`config.mk`:
```
export PLATFORM = sky130hd
export DESIGN_NAME = uart_tx
export DESIGN_NICKNAME = d
export VERILOG_FILES = /design/src/rtl/uart_tx.sv
export SDC_FILE = /design/constraint.sdc
export NUM_CORES = 1
export LEC_CHECK = 0
export CELL_PAD_IN_SITES_DETAIL_PLACEMENT = 1
export CELL_PAD_IN_SITES_GLOBAL_PLACEMENT = 1
export CORE_ASPECT_RATIO = 0.8
export CORE_MARGIN = 3
export CORE_UTILIZATION = 40
export CTS_BUF_LIST = sky130_fd_sc_hd__clkbuf_2
export CTS_CLUSTER_SIZE = 10
export DETAILED_ROUTE_END_ITERATION = 8
export GPL_TIMING_DRIVEN = 0
export PLACE_DENSITY = 0.71
export SKIP_LAST_GASP = 1
export SLEW_MARGIN = 20
export SYNTH_ARGS = -nofsm -noshare
export SYNTH_HDL_FRONTEND = slang
export SYNTH_SLANG_ARGS = --single-unit
export TNS_END_PERCENT = 100
```
`constraint.sdc`:
```
create_clock -name clk -period 6.7 [get_ports clk]
set_input_delay 0.67 -clock clk [delete_from_list [all_inputs] [get_ports clk]]
set_output_delay 0.67 -clock clk [all_outputs]
set_load 0.05 [all_outputs]
```
`src/rtl/uart_tx.sv`:
```
// uart_tx - byte-oriented 8N1 UART transmitter with a transmit FIFO.
//
// Bytes written with we/Data_in are queued in a circular FIFO. Each byte
// leaves on tx as: 1 start bit (0), 8 data bits LSB first, 1 stop bit (1).
// Every bit lasts CLKS_PER_BIT clock cycles. Frames run back to back while
// the FIFO holds data.
//
// Ports:
//   clk      in   system clock, rising edge
//   rst      in   synchronous active-high reset
//   we       in   write enable; Data_in is queued when full=0
//   Data_in  in   byte to transmit
//   full     out  FIFO holds FIFO_DEPTH entries
//   empty    out  FIFO holds no entries
//   busy     out  a frame is in progress or the FIFO holds data
//   overflow out  sticky: a write was attempted while full (cleared by rst)
//   tx       out  serial line, registered, idles high
module uart_tx #(
  parameter int CLKS_PER_BIT = 16,
  parameter int FIFO_DEPTH   = 16,
  parameter int FIFO_AW      = 4
) (
  input  logic       clk,
  input  logic       rst,
  input  logic       we,
  input  logic [7:0] Data_in,
  output logic       full,
  output logic       empty,
  output logic       busy,
  output logic       overflow,
  output logic       tx
);

  localparam int BW = (CLKS_PER_BIT > 1) ? $clog2(CLKS_PER_BIT) : 1;
  localparam int CW = FIFO_AW + 1;
  localparam logic [BW-1:0] BAUD_LAST  = BW'(CLKS_PER_BIT - 1);
  localparam logic [CW-1:0] COUNT_FULL = CW'(FIFO_DEPTH);

  typedef enum logic [1:0] {
    S_IDLE  = 2'd0,
    S_START = 2'd1,
    S_DATA  = 2'd2,
    S_STOP  = 2'd3
  } state_t;

  state_t             r_state;
  logic [BW-1:0]      r_baud;
  logic [2:0]         r_bit;
  logic [7:0]         r_shift;
  logic               r_tx;
  logic               r_busy;

  logic [7:0]         r_mem [FIFO_DEPTH];
  logic [FIFO_AW-1:0] r_rd_ptr;
  logic [FIFO_AW-1:0] r_wr_ptr;
  logic [CW-1:0]      r_count;
  logic               r_full;
  logic               r_empty;
  logic               r_overflow;

  logic               w_baud_done;
  logic               w_push;
  logic               w_pop;
  logic [CW-1:0]      w_count_nxt;
  logic [7:0]         w_head;

  // Handshake decode: push/pop strobes and the next FIFO occupancy.
  always_comb begin
    w_baud_done = (r_baud == BAUD_LAST);
    w_push      = we & ~r_full;
    w_head      = r_mem[r_rd_ptr];
    // Pop either from idle or on the final stop-bit cycle, so consecutive
    // frames follow without an idle gap.
    if (!r_empty && ((r_state == S_IDLE) || ((r_state == S_STOP) && w_baud_done))) begin
      w_pop = 1'b1;
    end else begin
      w_pop = 1'b0;
    end
    case ({w_push, w_pop})
      2'b10:   w_count_nxt = r_count + CW'(1);
      2'b01:   w_count_nxt = r_count - CW'(1);
      default: w_count_nxt = r_count;
    endcase
  end

  // FIFO storage; contents are not reset, reset only rewinds the pointers.
  always_ff @(posedge clk) begin
    if (w_push) begin
      r_mem[r_wr_ptr] <= Data_in;
    end
  end

  // FIFO pointers, occupancy and status flags.
  always_ff @(posedge clk) begin
    if (rst) begin
      r_rd_ptr   <= '0;
      r_wr_ptr   <= '0;
      r_count    <= '0;
      r_full     <= 1'b0;
      r_empty    <= 1'b1;
      r_overflow <= 1'b0;
    end else begin
      if (w_push) begin
        r_wr_ptr <= r_wr_ptr + FIFO_AW'(1);
      end
      if (w_pop) begin
        r_rd_ptr <= r_rd_ptr + FIFO_AW'(1);
      end
      r_count <= w_count_nxt;
      r_full  <= (w_count_nxt == COUNT_FULL);
      r_empty <= (w_count_nxt == CW'(0));
      // A write against a full FIFO is lost even if a pop frees a slot now.
      if (we && r_full) begin
        r_overflow <= 1'b1;
      end
    end
  end

  // Frame sequencer: start, 8 data bits LSB first, stop; tx and busy registered.
  always_ff @(posedge clk) begin
    if (rst) begin
      r_state <= S_IDLE;
      r_baud  <= '0;
      r_bit   <= 3'd0;
      r_shift <= 8'h00;
      r_tx    <= 1'b1;
      r_busy  <= 1'b0;
    end else begin
      case (r_state)
        S_IDLE: begin
          if (w_pop) begin
            r_shift <= w_head;
            r_baud  <= '0;
            r_bit   <= 3'd0;
            r_state <= S_START;
            r_tx    <= 1'b0;
            r_busy  <= 1'b1;
          end else begin
            r_tx    <= 1'b1;
            r_busy  <= w_push;
          end
        end
        S_START: begin
          if (w_baud_done) begin
            r_baud  <= '0;
            r_bit   <= 3'd0;
            r_state <= S_DATA;
            r_tx    <= r_shift[0];
          end else begin
            r_baud  <= r_baud + BW'(1);
          end
        end
        S_DATA: begin
          if (w_baud_done) begin
            r_baud <= '0;
            if (r_bit == 3'd7) begin
              r_state <= S_STOP;
              r_tx    <= 1'b1;
            end else begin
              // Next bit comes from shift[1], which becomes shift[0] after the shift.
              r_shift <= {1'b0, r_shift[7:1]};
              r_tx    <= r_shift[1];
              r_bit   <= r_bit + 3'd1;
            end
          end else begin
            r_baud <= r_baud + BW'(1);
          end
        end
        S_STOP: begin
          r_tx <= 1'b1;
          if (w_baud_done) begin
            r_baud <= '0;
            if (w_pop) begin
              r_shift <= w_head;
              r_bit   <= 3'd0;
              r_state <= S_START;
              r_tx    <= 1'b0;
              r_busy  <= 1'b1;
            end else begin
              r_state <= S_IDLE;
              r_busy  <= w_push;
            end
          end else begin
            r_baud <= r_baud + BW'(1);
          end
        end
        default: begin
          r_state <= S_IDLE;
          r_baud  <= '0;
          r_tx    <= 1'b1;
          r_busy  <= ~r_empty;
        end
      endcase
    end
  end

  assign full     = r_full;
  assign empty    = r_empty;
  assign busy     = r_busy;
  assign overflow = r_overflow;
  assign tx       = r_tx;

endmodule

```
==> summary.txt <==
Place
  – HPWL Detailed: 10,800 µm
  – Buffers on Ports: 15
  – Final RePlAce weighted congestion: 0.787

Clock network
  – Num CTS Buffers: 17
  – Post-CTS Setup Inserts: 0
  – CTS Buffer Depth: 2
  – Clock tree sinks: 167
  – H-tree Lvls: 4
  – Reg clk slew, reported paths: about 250 ps
  – CTS tree: done
  – Post-CTS Hold Buffers: 0
  – CTS Root Cell: clkbuf_2
  – CTS resizes: 0
  – Clock Latency Late Sink: 740 ps

Timing
  – WHS: 496 ps
  – Clock skew: 29.5 ps
  – Setup TNS: 0 ps
  – Period utilisation layout: approximately half
  – Slew Limit Fails: 0
  – Final number of hold-violating endpoints: 0
  – Slew @ Worst Pin: between 700 and 800 ps
  – Tmin final: ~3400 ps
  – RSZ-0062 raised after global routing: false
  – Fmax: between 0.2 and 0.3 GHz
  – Slew margin rel.: 53.3%
  – # setup viols final: 0

Critical path
  – Max FO, Critical Path: 10
  – Critical path arrival: 3980 ps
  – Slowest Stage Delay on Critical Path: 440 ps
  – Crit. End Element: register
  – Worst Path Required: 7310 ps
  – CP Class: reg -> reg
  – Sequence of cells on the critical path: inv_1 -> ha_1 -> a41oi_1 -> nor2_2 -> ha_1 -> buf_4 -> xor2_1 -> ha_1 -> a21oi_1 -> mux2i_1 -> xor2_1 -> nand2_1 -> nor4_1
  – Startpoint Class: register
  – Crit path top cell by count: ha_1
  – Worst path slowest cell: dfxtp_1

Synth
  – Synth top area share: 54.7%
  – Number of synthesized register bits: 167
  – Yosys warnings: 0
  – Post-synth ARST share: 0%
  – Area leader, netlist: edfxtp_1
  – Main flop type after synthesis: edfxtp_1
  – Seq/Total Area, Yosys: 65.9%
  – Avg Cell Area, Syn: 15.5 µm²
  – Post-synth EDFFs: 128
  – Main area contributors after synthesis: edfxtp_1, dfxtp_1, mux4_2
  – Synth Cell Area: about 7000 µm²
  – Post-synthesis cell count: between 400 and 500
  – Syn Nets: between 400 and 500
  – Post-synthesis cell type count: 57

Min path
  – Min-delay worst type: reg -> reg

Status
  – Status: completed

Cells and area
  – Layout cells sized above 1: 14.6%
  – Layout area overhead: 11.0%
  – Most common cell after layout, fill and taps aside: edfxtp_1
  – Final Net Count: 514
  – Most frequent cells in the layout: edfxtp_1, dfxtp_1, nor2_1
  – FILL cells: 1,659
  – Reg area: 4620 µm²
  – Multi-input logic area: 2220 µm²

Global route
  – First-pass GRT wire length: 24,800 µm
  – Largest net degree at the start of global routing: 17
  – Grt ovf: 0
  – Initial antenna violation count: 1
  – Overall routing resource usage: 17.1%
  – Vias in the first global route: roughly 4,400

Routing
  – Pre-antenna DRT Iters: 4
  – Routed Wire Length: 15,600 µm
  – DRC Markers: 0
  – Vias: 3,993
  – Starting DRT DRC Count: 321
  – Antenna Nets Post-Route: 0
  – Vias per inst: 5.55
  – Drt wl/cell: 21.7 µm

Die
  – Core footprint: between 15,000 and 20,000 µm²
  – Die width: 154 µm
  – Cell Rows: 42
  – Die Span Y: 124 µm
  – Die area: approximately 19,000 µm²
  – Initial Utilization: 41.6%
  – I/O Pins: 16

Pwr
  – P per Cell Area: 342 nW/µm²
  – Peak supply drop: 0.000114 V
  – Static Leak: 2.60 nW

Flow run
  – Max Cap Violations: 0
-- registers in the layout, summed over array words and instances (netlist names), named ones only --
name and cells:
r_bit 3, r_rd_ptr 4, tx 1, r_count 5, full 1, r_state 2, busy 1, empty 1
r_mem 128, r_wr_ptr 4, r_shift 8, r_baud 4, overflow 1
-- metal layers --
metal / vias up / share of wire, % / global-route usage [%] / routed length (µm)
li1: 1822 / - / - / -
met1: 2073 / 47 / 24.3 / 7400
met2: 85 / 47 / 26.2 / 7390
met3: 13 / 4.4 / 3.79 / 681
met4: 0 / 1.1 / 5.56 / 165
met5: - / 0 / 0 / 0
-- metrics by stage --
stage / power [mW] / utilization [%] / area (µm²) / worst slack [ps] / cells
after floorplan: 1.78 / - / 7020 / 3930 / 452
after global placement: 1.94 / 44.1 / 7450 / 2950 / 687
after detailed placement: 1.97 / 44.1 / 7450 / 2940 / 687
after CTS: 2.69 / 46.2 / 7790 / 3350 / 719
after global routing: 2.81 / 46.2 / 7790 / 3070 / 720
final: 2.67 / 46.2 / 7790 / 3340 / 720
-- layout make-up --
| cell class | count | share of cell area, % |
|---|---|---|
| plain buffers | 23 | 1.69 |
| flip-flops and latches | 167 | 59.4 |
| repair buffers | 15 | 1.93 |
| well taps | 220 | 3.53 |
| clock inverters | 14 | 3.24 |
| inverters | 11 | 0.530 |
| clock buffers | 18 | 1.16 |
| diodes | 1 | 0.0321 |
| multi-input cells | 251 | 28.5 |
-- cells by family (layout without fill, tap and decap cells) --
kind of cell	after synthesis	count (layout)	share of synthesized area (%)
compound gates	71	71	6.86
xor+xnor	12	12	1.50
fa+ha+maj	17	17	3.03
buf+inv	34	81	2.46
flops	167	167	65.9
mux	40	40	11.9
other cells	0	1	0
simple gates	111	111	8.34
-- cell usage after synthesis (all sizes together) (2+ instances only) --
library cell  count
o2111a            3
o21ai            10
a221oi            4
o221ai            3
nor2b             4
o21bai            2
nand3b            3
mux2i             5
mux2              3
buf              17
nand2b            8
o22ai             8
and2             16
nor3              6
xnor2             4
nand4             4
o31ai             2
mux4             32
edfxtp          128
a21o              4
inv              11
nor4              2
o22a              3
nand2            21
a22o              2
nor3b             3
a21oi            20
clkbuf            6
nor2             32
ha               17
and3              3
dfxtp            39
a31oi             2
nand3             5
xor2              8
-- power by group --
part	total (mW)	switching, mW	internal (mW)
logic	0.732	0.428	0.304
clock network	0.714	0.359	0.355
registers	1.22	0.0415	1.18
-- path summary, 6_finish.rpt --
path	startpoint	endpoint	slack, ps	depth (start not counted)
worst max-delay path	r_state[1]	full	3340	13
worst min-delay path	r_shift[7]	r_shift[7]	500	2
worst max register to register	r_state[1]	full	3340	13
worst min register to register	r_shift[7]	r_shift[7]	500	2
-- critical path, delay by kind of cell (launching register included) --
family                   cells  cell delay, ps
AO/OA/AOI/OAI                2             480
buffers and inverters        2             270
XOR/XNOR                     2             360
multiplexers                 1             250
flip-flops                   1             440
AND/OR/NAND/NOR              3             690
adder cells (fa/ha/maj)      3             730
Note: power is estimated with default switching activity, not from simulation.
